File: src/rtl/mem_xfer_ctrl_if.sv
// Bus bundle between the transfer sequencer and its memories/adder.
interface mem_xfer_ctrl_if #(
  parameter int DATA_W = 8,
  parameter int ADDR_W = 4
);
  // command side
  logic              Start;
  logic [ADDR_W-1:0] SrcBase;
  logic [ADDR_W-1:0] DstBase;
  logic [ADDR_W-1:0] Length;
  // source memory read port
  logic [ADDR_W-1:0] M1Addr;
  logic              M1Rd;
  logic [DATA_W-1:0] M1DOut;
  // adder operands and result
  logic [DATA_W-1:0] DOut1;
  logic [DATA_W-1:0] DOut2;
  logic [DATA_W-1:0] ADDOut;
  // destination memory write port
  logic [ADDR_W-1:0] M2Addr;
  logic              M2WE;
  logic [DATA_W-1:0] M2DIn;
  // status
  logic              Busy;
  logic              Done;
  logic              Ovf;

  // environment side: issues commands, models memories and adder
  modport master (
    output Start, SrcBase, DstBase, Length, M1DOut, ADDOut,
    input  M1Addr, M1Rd, DOut1, DOut2, M2Addr, M2WE, M2DIn, Busy, Done, Ovf
  );

  // sequencer side
  modport slave (
    input  Start, SrcBase, DstBase, Length, M1DOut, ADDOut,
    output M1Addr, M1Rd, DOut1, DOut2, M2Addr, M2WE, M2DIn, Busy, Done, Ovf
  );
endinterface

File: src/rtl/mem_xfer_ctrl.sv
// Memory-to-memory transfer sequencer: reads operand pairs from Memory 1,
// feeds them to the adder and writes each sum to Memory 2.
module mem_xfer_ctrl #(
  parameter int DATA_W = 8,
  parameter int ADDR_W = 4
) (
  input  logic                  Clock,
  input  logic                  ResetN,
  mem_xfer_ctrl_if.slave        bus
);

  typedef enum logic [2:0] {
    S_IDLE,
    S_RD1,
    S_RD2,
    S_CAP,
    S_WR,
    S_DONE
  } state_t;

  state_t            r_state;
  logic [ADDR_W-1:0] r_src;
  logic [ADDR_W-1:0] r_dst;
  logic [ADDR_W-1:0] r_rem;
  logic [DATA_W-1:0] r_dout1;
  logic [DATA_W-1:0] r_dout2;
  logic              r_ovf;

  logic              w_ovf;
  logic              w_rd;
  logic              w_wr;

  // Signed overflow: operands agree in sign, sum disagrees
  assign w_ovf = (r_dout1[DATA_W-1] == r_dout2[DATA_W-1]) &&
                 (bus.ADDOut[DATA_W-1] != r_dout1[DATA_W-1]);

  // Sequencer: pointers, operand registers and sticky overflow
  always_ff @(posedge Clock or negedge ResetN) begin
    if (!ResetN) begin
      r_state <= S_IDLE;
      r_src   <= '0;
      r_dst   <= '0;
      r_rem   <= '0;
      r_dout1 <= '0;
      r_dout2 <= '0;
      r_ovf   <= 1'b0;
    end else begin
      case (r_state)
        S_IDLE: begin
          if (bus.Start) begin
            r_src   <= bus.SrcBase;
            r_dst   <= bus.DstBase;
            r_rem   <= bus.Length;
            r_ovf   <= 1'b0;
            r_state <= (bus.Length == '0) ? S_DONE : S_RD1;
          end
        end
        S_RD1: begin
          r_src   <= r_src + ADDR_W'(1);
          r_state <= S_RD2;
        end
        S_RD2: begin
          r_dout1 <= bus.M1DOut;
          r_src   <= r_src + ADDR_W'(1);
          r_state <= S_CAP;
        end
        S_CAP: begin
          r_dout2 <= bus.M1DOut;
          r_state <= S_WR;
        end
        S_WR: begin
          if (w_ovf) r_ovf <= 1'b1;
          r_dst   <= r_dst + ADDR_W'(1);
          r_rem   <= r_rem - ADDR_W'(1);
          r_state <= (r_rem == ADDR_W'(1)) ? S_DONE : S_RD1;
        end
        S_DONE: begin
          r_state <= S_IDLE;
        end
        default: begin
          r_state <= S_IDLE;
        end
      endcase
    end
  end

  // Memory strobes decoded from the state register only
  assign w_rd = (r_state == S_RD1) || (r_state == S_RD2);
  assign w_wr = (r_state == S_WR);

  assign bus.M1Rd   = w_rd;
  assign bus.M1Addr = w_rd ? r_src : '0;
  assign bus.M2WE   = w_wr;
  assign bus.M2Addr = w_wr ? r_dst : '0;
  assign bus.M2DIn  = w_wr ? bus.ADDOut : '0;
  assign bus.DOut1  = r_dout1;
  assign bus.DOut2  = r_dout2;
  assign bus.Busy   = (r_state != S_IDLE);
  assign bus.Done   = (r_state == S_DONE);
  assign bus.Ovf    = r_ovf;

endmodule

File: src/flat_wrapper.sv
// flat-port wrapper written by rule: the top's interface ports become plain ports
module mem_xfer_ctrl_flat 
#(
  parameter int DATA_W = 8,
  parameter int ADDR_W = 4
)
  (Clock, ResetN, bus_Start, bus_SrcBase, bus_DstBase, bus_Length, bus_M1DOut, bus_ADDOut, bus_M1Addr, bus_M1Rd, bus_DOut1, bus_DOut2, bus_M2Addr, bus_M2WE, bus_M2DIn, bus_Busy, bus_Done, bus_Ovf);
  mem_xfer_ctrl_if #(.DATA_W(DATA_W), .ADDR_W(ADDR_W)) bus_i ();
  input  logic Clock;
  input  logic ResetN;
  input wire logic [$bits(bus_i.Start)-1:0] bus_Start;
  input wire logic [$bits(bus_i.SrcBase)-1:0] bus_SrcBase;
  input wire logic [$bits(bus_i.DstBase)-1:0] bus_DstBase;
  input wire logic [$bits(bus_i.Length)-1:0] bus_Length;
  input wire logic [$bits(bus_i.M1DOut)-1:0] bus_M1DOut;
  input wire logic [$bits(bus_i.ADDOut)-1:0] bus_ADDOut;
  output wire logic [$bits(bus_i.M1Addr)-1:0] bus_M1Addr;
  output wire logic [$bits(bus_i.M1Rd)-1:0] bus_M1Rd;
  output wire logic [$bits(bus_i.DOut1)-1:0] bus_DOut1;
  output wire logic [$bits(bus_i.DOut2)-1:0] bus_DOut2;
  output wire logic [$bits(bus_i.M2Addr)-1:0] bus_M2Addr;
  output wire logic [$bits(bus_i.M2WE)-1:0] bus_M2WE;
  output wire logic [$bits(bus_i.M2DIn)-1:0] bus_M2DIn;
  output wire logic [$bits(bus_i.Busy)-1:0] bus_Busy;
  output wire logic [$bits(bus_i.Done)-1:0] bus_Done;
  output wire logic [$bits(bus_i.Ovf)-1:0] bus_Ovf;
  assign bus_i.Start = bus_Start;
  assign bus_i.SrcBase = bus_SrcBase;
  assign bus_i.DstBase = bus_DstBase;
  assign bus_i.Length = bus_Length;
  assign bus_i.M1DOut = bus_M1DOut;
  assign bus_i.ADDOut = bus_ADDOut;
  assign bus_M1Addr = bus_i.M1Addr;
  assign bus_M1Rd = bus_i.M1Rd;
  assign bus_DOut1 = bus_i.DOut1;
  assign bus_DOut2 = bus_i.DOut2;
  assign bus_M2Addr = bus_i.M2Addr;
  assign bus_M2WE = bus_i.M2WE;
  assign bus_M2DIn = bus_i.M2DIn;
  assign bus_Busy = bus_i.Busy;
  assign bus_Done = bus_i.Done;
  assign bus_Ovf = bus_i.Ovf;
  mem_xfer_ctrl #(.DATA_W(DATA_W), .ADDR_W(ADDR_W)) u_core (.Clock(Clock), .ResetN(ResetN), .bus(bus_i));
endmodule
File: config.mk
export PLATFORM = sky130hd
export DESIGN_NAME = mem_xfer_ctrl_flat
export DESIGN_NICKNAME = d
export VERILOG_FILES = /design/src/rtl/mem_xfer_ctrl_if.sv /design/src/rtl/mem_xfer_ctrl.sv /design/src/flat_wrapper.sv
export SDC_FILE = /design/constraint.sdc
export NUM_CORES = 1
export LEC_CHECK = 0
export ABC_AREA = 1
export CORE_ASPECT_RATIO = 1.5
export CORE_MARGIN = 1.5
export CORE_UTILIZATION = 44
export CTS_CLUSTER_SIZE = 16
export DETAILED_ROUTE_END_ITERATION = 6
export PLACE_DENSITY_LB_ADDON = 0.2
export SLEW_MARGIN = 10
export SYNTH_ARGS = -nofsm -noshare
export SYNTH_HDL_FRONTEND = slang
export SYNTH_SLANG_ARGS = --single-unit
File: constraint.sdc
create_clock -name Clock -period 1.7 [get_ports Clock]
set_clock_uncertainty 0.2 [all_clocks]
set_input_delay 0.34 -clock Clock [delete_from_list [all_inputs] [get_ports Clock]]
set_output_delay 0.34 -clock Clock [all_outputs]
set_load 0.005 [all_outputs]
# Word level (Yosys, flattened, before mapping)
# Index checks and enable logic that the tools add are counted.
classes:
  addsub: 3
  n_eq_ne: 10
  n_mux: 16
  n_reduce_logical: 11
ops:
  columns: ["cell", "count"]
  rows:
  - ["4-bit one-hot mux with 2 select lines", 3]
  - ["4-bit 2-to-1 mux", 5]
  - ["3-bit one-hot mux with 5 select lines", 1]
  - ["3-bit 2-to-1 mux", 3]
  - ["4-bit by 1-bit adder with 4-bit output, second input constant", 2]
  - ["8-bit 2-to-1 mux", 1]
  - ["3-bit by 2-bit == test with 1-bit output, second input constant", 2]
  - ["3-bit == test, second input constant", 2]
  - ["4-bit by 1-bit == test with 1-bit output, second input constant", 1]
  - ["4-bit logical NOT", 1]
  - ["2-bit AND reduction", 2]
  - ["2-bit nonzero test", 2]
  - ["4-bit by 1-bit subtractor with 4-bit output, second input constant", 1]
  - ["3-bit by 1-bit == test with 1-bit output, second input constant", 1]
  - ["3-bit logical NOT", 1]
  - ["3-bit AND reduction", 1]
  - ["3-bit nonzero test", 1]
  - ["1-bit 2-to-1 mux", 2]
  - ["2-bit by 1-bit inequality test with 1-bit output, second input constant", 1]
  - ["2-bit inequality test, second input constant", 1]
  - ["1-bit one-hot mux with 2 select lines", 1]
  - ["2-bit OR reduction", 1]
  - ["1-bit == test", 1]
  - ["1-bit logical AND", 1]
  - ["2 further kinds", 2]
totals:
  regBits: 32
  output_inout_bits: 37

# Depth between registers and ports, before layout
# Gate-level depths: netlist of run 1.
logic_depth:
  ltp_word: 4
  ltp_mapped: 8

# Least setup slack after synthesis of run 1
# No wires, ideal clock.
synth_path:
  path_kind: "register to output"
  start: "register u_core.r_state[1]"
  end: "output bus_M2Addr[1]"
  arrival_ns: 1.047
  t_required_ns: 1.160
  path_slack_ns: 0.113
  path_stages_with_launch: 6
  n_path_buf: 2
  path_cell_list: "dfrtp_1 -> nor2_4 -> nand2_4 -> buf_6 -> buf_6 -> nor2_1"
synth_via:
  elab_chain_len: 2
synth_rtl:
  columns: ["element", "line_no", "text"]
  rows:
  - ["from (decl)", "mem_xfer_ctrl.sv:21", "state_t r_state;"]
  - ["from (signal assigned)", "mem_xfer_ctrl.sv:55", "r_state <= (bus.Length == '0) ? S_DONE : S_RD1;"]
  - ["from (signal assigned)", "mem_xfer_ctrl.sv:75", "r_state <= (r_rem == ADDR_W'(1)) ? S_DONE : S_RD1;"]
  - ["3-bit == test", "mem_xfer_ctrl.sv:89", "assign w_wr = (r_state == S_WR);"]
  - ["4-bit 2-to-1 mux", "mem_xfer_ctrl.sv:94", "assign bus.M2Addr = w_wr ? r_dst : '0;"]
  - ["to (decl)", "flat_wrapper.sv:21", "output wire logic [$bits(bus_i.M2Addr)-1:0] bus_M2Addr;"]
# Every way passes these cells.

# Worst setup path in the final report of run 1
layout_path:
  start: "register u_core.r_state[1]"
  end: "output bus_M2DIn[3]"
layout_via:
  elab_chain_len: 2
layout_rtl:
  columns: ["element", "line_no", "text"]
  rows:
  - ["3-bit == test", "mem_xfer_ctrl.sv:89", null]
  - ["8-bit 2-to-1 mux", "mem_xfer_ctrl.sv:95", "assign bus.M2DIn = w_wr ? bus.ADDOut : '0;"]
  - ["to (decl)", "flat_wrapper.sv:23", "output wire logic [$bits(bus_i.M2DIn)-1:0] bus_M2DIn;"]
# Every way passes these cells.

==> results.yml, run 1 <==
run_status:
  status: "finished with violations"
  failed_checks: "negative setup slack"
sta:
  setup_ws_ps: -257
  period_share_pct: 115
  rsz0062_at_grt: "yes"
  relSlewSlack_pct: 72.5
  worst_slew_pin_slew_ps: 411
  timing.fmax_mhz: 511
  min_period_ps: 1960
  final-hold-violation-count: 0
  holdWs_ps: 205
  drv_slew: 0
  setup_violations: 22
cts:
  cts_sinks: 32
  cts_hold_buf: 0
  tritoncts: "done"
  path_clk_slew_ps: 70
  clkLatencyLatePin_ps: 290
  ctsRootBufferMaster: "clkbuf_8"
  cts_buffers: 5
  cts-htree-levels: 2
  clock_path_buffers: 2
final_layout:
  seqCellArea_um2: 805
  diodes: 0
  nNetsFinal: 389
  multiInputGateArea_um2: 883
  fillCellCount: 258
  final_core_util_pct: 80.5
  final_cells: 400
  mostFrequentLayoutCells: "nand2_1 (64), buf_4 (37), inv_1 (35)"
  final_common_cell: "nand2_1"
  area_growth_pct: 76.4
  drive_gt1_share_pct: 35.2
route:
  drtIter0Drc: 51
  dr.pass1.iters: 4
  wl_per_cell_um: 12.8
  drt_drc_violations_left: 0
  vias_per_cell: 4.76
  routed_wl_um: 5120
  vias: 1902
  ant_nets: 0
worst_setup_path:
  reg2reg_from: "u_core.r_state[1]"
  reg2reg_slack_ps: -10
  worstSetupPathType: "flop to output port"
  rr_worst_depth: 9
  crit_fanout: 5
  start_kind: "flop"
  crit_path_end_kind: "output port"
  cp.arrival_ps: 1420
  crit_end: "bus_M2DIn[3]"
  rr_endpoint: "u_core.r_dst[1]"
  crit_start: "u_core.r_state[1]"
  cp_data_required_time_ps: 1160
synthesis:
  syn_inst: 232
  syn_area_per_cell_um2: 7.65
  syn_area_um2: 1770
  synth_top_area_cell: "dfrtp_1"
  yosysTopAreaCellShare_pct: 45.1
  synth_area_leaders: "dfrtp_1 (45%), nand2_1 (14%), inv_1 (7.8%), nor2_1 (4.4%), o21ai_2 (4.4%)"
  ys_warn_count: 0
  ys_ff_latch: 32
  seq_area_frac_synth_pct: 45.1
  syn_nets: 267
  ys_types: 24
global_route:
  grt_antenna_before_repair: 0
  track_usage_pct: 23.4
  grt_pass1_vias: 1769
  grt_pass1_wl_um: 7420
  grt_max_degree: 33
  grt-ovfl-total: 0
power_and_ir_drop:
  power.density_nw_per_um2: 1740
  irDropWorstVdd_v: 0.00125
  p_leak_nw: 1.81
placed_design:
  dp.cells: 366
  routabilityCongestion: 0.715
  hpwl_um: 3110
  portBuffers: 67
floorplan:
  ioPinCount: 68
  die-area_um2: 4430
  die_w_um: 54.8
  die_h_um: 80.8
  start_util_pct: 45.6
  core_area_um2: 3890
  rows: 28
min_path:
  hp-class: "input pin to asynchronous set/reset pin"
run:
  cap_violations: 0
critical path, cell delays in order, from the launching register on:
cell and delay (ps):
dfrtp_2 450, nor2_4 150, nand2_4 80, buf_6 140
buf_8 140, nor2_4 70, buf_2 110
layout make-up:
type / instances / area share, %
Tap cell: 45 / 1.80
Inverter: 43 / 5.64
Multi-Input combinational cell: 152 / 28.2
Timing Repair Buffer: 120 / 35.5
Sequential cell: 32 / 25.7
Clock inverter: 2 / 0.480
Clock buffer: 6 / 2.64
logic make-up (layout without fill, tap and decap cells):
family / count (synthesis) / after routing / share of synthesized area [%]
AO/OA/AOI/OAI: 31 / 31 / 10.6
XOR/XNOR: 3 / 3 / 1.48
adder cells (fa/ha/maj): 4 / 4 / 2.82
buffers and inverters: 48 / 171 / 11.7
flip-flops: 32 / 32 / 45.1
AND/OR/NAND/NOR: 114 / 114 / 28.2
per-stage QoR:
step,power [mW],area [µm²],setup WS [ps],TNS (ps)
finish,5.43,3130,-257,-4190
global route,5.88,3130,-311,-5390
CTS,5.08,2880,-261,-3240
detailed placement,4.13,2670,-309,-4430
global placement,4.06,2670,-293,-4160
floorplan,2.81,1770,113,0
what timing repair did:
action,in CTS,in global routing
resized for setup,104,52
endpoints found under the setup margin,27,33
pin swaps,6,4
setup buffers,18,9
where the power goes:
group | internal [mW] | leakage [nW] | switching [mW]
logic | 1.74 | 1.38 | 1.60
registers | 1.15 | 0.391 | 0.305
clock network | 0.328 | 0.0434 | 0.308
total | 3.22 | 1.81 | 2.21
state kept, by name (all words and copies together) (netlist names):
register          cells
u_core.r_rem          4
u_core.bus.DOut1      8
u_core.bus.Ovf        1
u_core.r_src          4
u_core.r_state        3
u_core.r_dst          4
u_core.bus.DOut2      8
worst min path at each step:
stage                                   start             endpoint  slack [ps]
after floorplan                        ResetN  u_core.bus.DOut1[0]        -160
after detailed placement  u_core.bus.DOut2[5]  u_core.bus.DOut2[5]         270
after global routing                   ResetN  u_core.bus.DOut2[6]         220
final                                  ResetN  u_core.bus.DOut1[5]         210
after global placement    u_core.bus.DOut2[5]  u_core.bus.DOut2[5]         270
after CTS                              ResetN  u_core.bus.DOut1[5]         230
Yosys cell counts (all sizes together):
library cell / n
a21oi: 3
and2: 1
buf: 5
dfrtp: 32
ha: 4
inv: 43
nand2: 71
nand3: 13
nand3b: 3
nand4: 1
nor2: 23
nor3: 2
o21ai: 28
xnor2: 2
xor2: 1
metal layers:
| metal | global-route usage [%] | vias up | wire length, µm |
|---|---|---|---|
| met5 | 0 | - | 0 |
| met4 | 6.75 | 0 | 146 |
| met3 | 6.62 | 12 | 373 |
| met2 | 43.1 | 66 | 2840 |
| met1 | 24.5 | 873 | 1750 |
| li1 | - | 951 | - |
Power figures use the tool's default switching activity.
==> run 2, diff against run 1 <==
--- a/config.mk
+++ b/config.mk
@@ -8,7 +8,7 @@
 export ABC_AREA = 1
 export CORE_ASPECT_RATIO = 1.5
 export CORE_MARGIN = 1.5
-export CORE_UTILIZATION = 44
+export CORE_UTILIZATION = 35
 export CTS_CLUSTER_SIZE = 16
 export DETAILED_ROUTE_END_ITERATION = 6
 export PLACE_DENSITY_LB_ADDON = 0.2
==> results.yml, run 2 (synthesis results as in run 1) <==
cts:
  cts_buffers: 5
  cts_sinks: 32
  path_clk_slew_ps: 60
  cts_hold_buf: 0
  cts-htree-levels: 2
  tritoncts: "done"
  clock_path_buffers: 2
  ctsRootBufferMaster: "clkbuf_8"
  clkLatencyLatePin_ps: 280
floorplan:
  ioPinCount: 68
  rows: 31
  core_area_um2: 4850
  start_util_pct: 36.6
  die_h_um: 90.2
  die_w_um: 61.1
  die-area_um2: 5510
power_and_ir_drop:
  seqPwrFrac_pct: 26.9
  power_switching_share_pct: 39.6
  power_frac_comb_pct: 62.8
  p_switching_mw: 2.10
  power.total_mw: 5.31
  p_clk_share_pct: 10.2
  irDropWorstVdd_v: 0.000985
  p_leak_nw: 1.71
  intPower_mw: 3.21
  power.density_nw_per_um2: 1770
final_layout:
  fillCellCount: 463
  final_common_cell: "nand2_1"
  multiInputGateArea_um2: 847
  seqCellArea_um2: 803
  diodes: 0
  mostFrequentLayoutCells: "nand2_1 (65), inv_1 (35), clkdlybuf4s50_1 (32)"
  nNetsFinal: 381
  area_growth_pct: 69.0
  drive_gt1_share_pct: 32.4
route:
  routed_wl_um: 4590
  ant_nets: 0
  vias_per_cell: 4.34
  wl_per_cell_um: 11.1
  dr.pass1.iters: 4
  vias: 1790
  drt_drc_violations_left: 0
  drtIter0Drc: 68
run_status:
  status: "finished with violations"
  failed_checks: "negative setup slack"
worst_setup_path:
  cp.arrival_ps: 1390
  crit_path_end_kind: "output port"
  start_kind: "flop"
  worstSetupPathType: "flop to output port"
  cp_data_required_time_ps: 1160
  crit_fanout: 12
global_route:
  grt_pass1_wl_um: 7560
  grt_antenna_before_repair: 0
  grt_max_degree: 33
  track_usage_pct: 17.9
  grt-ovfl-total: 0
  grt_pass1_vias: 1741
min_path:
  hp-class: "input pin to asynchronous set/reset pin"
sta:
  rsz0062_at_grt: "yes"
  setup_violations: 20
  relSlewSlack_pct: 83.6
  drv_slew: 0
  holdWs_ps: 217
  final-hold-violation-count: 0
  timing.fmax_mhz: 519
  setup_ws_ps: -226
  min_period_ps: 1930
  worst_slew_pin_slew_ps: 246
  period_share_pct: 113
placed_design:
  portBuffers: 67
  hpwl_um: 3170
  routabilityCongestion: 0.794
run:
  cap_violations: 0
run 2: worst max-delay path, cell delays in order (launching register included):
cell and delay [ps]:
dfrtp_2 440, nor2_4 150, nand2_4 70, buf_6 120, buf_12 130, nor2_1 70
buf_2 110
run 2: through the flow:
step           instance area (µm²)  TNS (ps)  std cells  setup WS, ps  utilization [%]
6_report                      3000     -3700        412          -226             61.8
5_1_grt                       3000     -5170        412          -293             61.8
4_1_cts                       2870     -3840        406          -238             59.1
3_5_place_dp                  2710     -4700        387          -298             55.9
3_3_place_gp                  2710     -4540        387          -289             55.9
2_1_floorplan                 1770         0        232           113                -
run 2: final cells by class:
| cell class | instances | share of cell area (%) |
|---|---|---|
| clock buffers | 5 | 2.30 |
| clock inverters | 2 | 0.417 |
| inverters | 43 | 5.63 |
| multi-input cells | 152 | 28.3 |
| flip-flops and latches | 32 | 26.8 |
| well taps | 66 | 2.75 |
| repair buffers | 112 | 33.8 |
run 2: layer usage:
layer  vias to the layer above  share of wire (%)  global-route usage (%)  wire [µm]
li1                        936                  -                       -          -
met1                       789                 40                    19.5       1840
met2                        56                 51                    30.8       2350
met3                         9                5.7                    4.46        263
met4                         0                2.9                    8.15        134
met5                         -                  0                       0          0
run 2: power by group through the flow:
stage          registers (mW)  logic, mW  clock network (mW)
2_1_floorplan            1.44       1.36                   0
3_3_place_gp             1.43       2.70                   0
3_5_place_dp             1.43       2.75                   0
4_1_cts                  1.43       3.07               0.568
5_1_grt                  1.47       3.72               0.609
6_report                 1.43       3.33               0.542
run 2: timing repair:
action                     CTS  global route
pin swaps                    5             7
resized for setup          108            29
setup buffers               16             9
setup endpoints to repair   26            38
cloned                       0             0
run 2: worst paths after layout:
path | from | to | slack (ps) | cells past startpoint
worst max-delay path | u_core.r_state[1] | bus_M2Addr[3] | -230 | 6
worst min-delay path | ResetN | u_core.bus.DOut1[4] | 220 | 2
worst max register to register | u_core.r_state[1] | u_core.r_rem[1] | 20 | 8
worst min register to register | u_core.bus.DOut2[1] | u_core.bus.DOut2[1] | 280 | 2
max in group asynchronous | ResetN | u_core.r_state[0] | 900 | 2
min in group Clock | u_core.bus.DOut2[1] | u_core.bus.DOut2[1] | 280 | 2
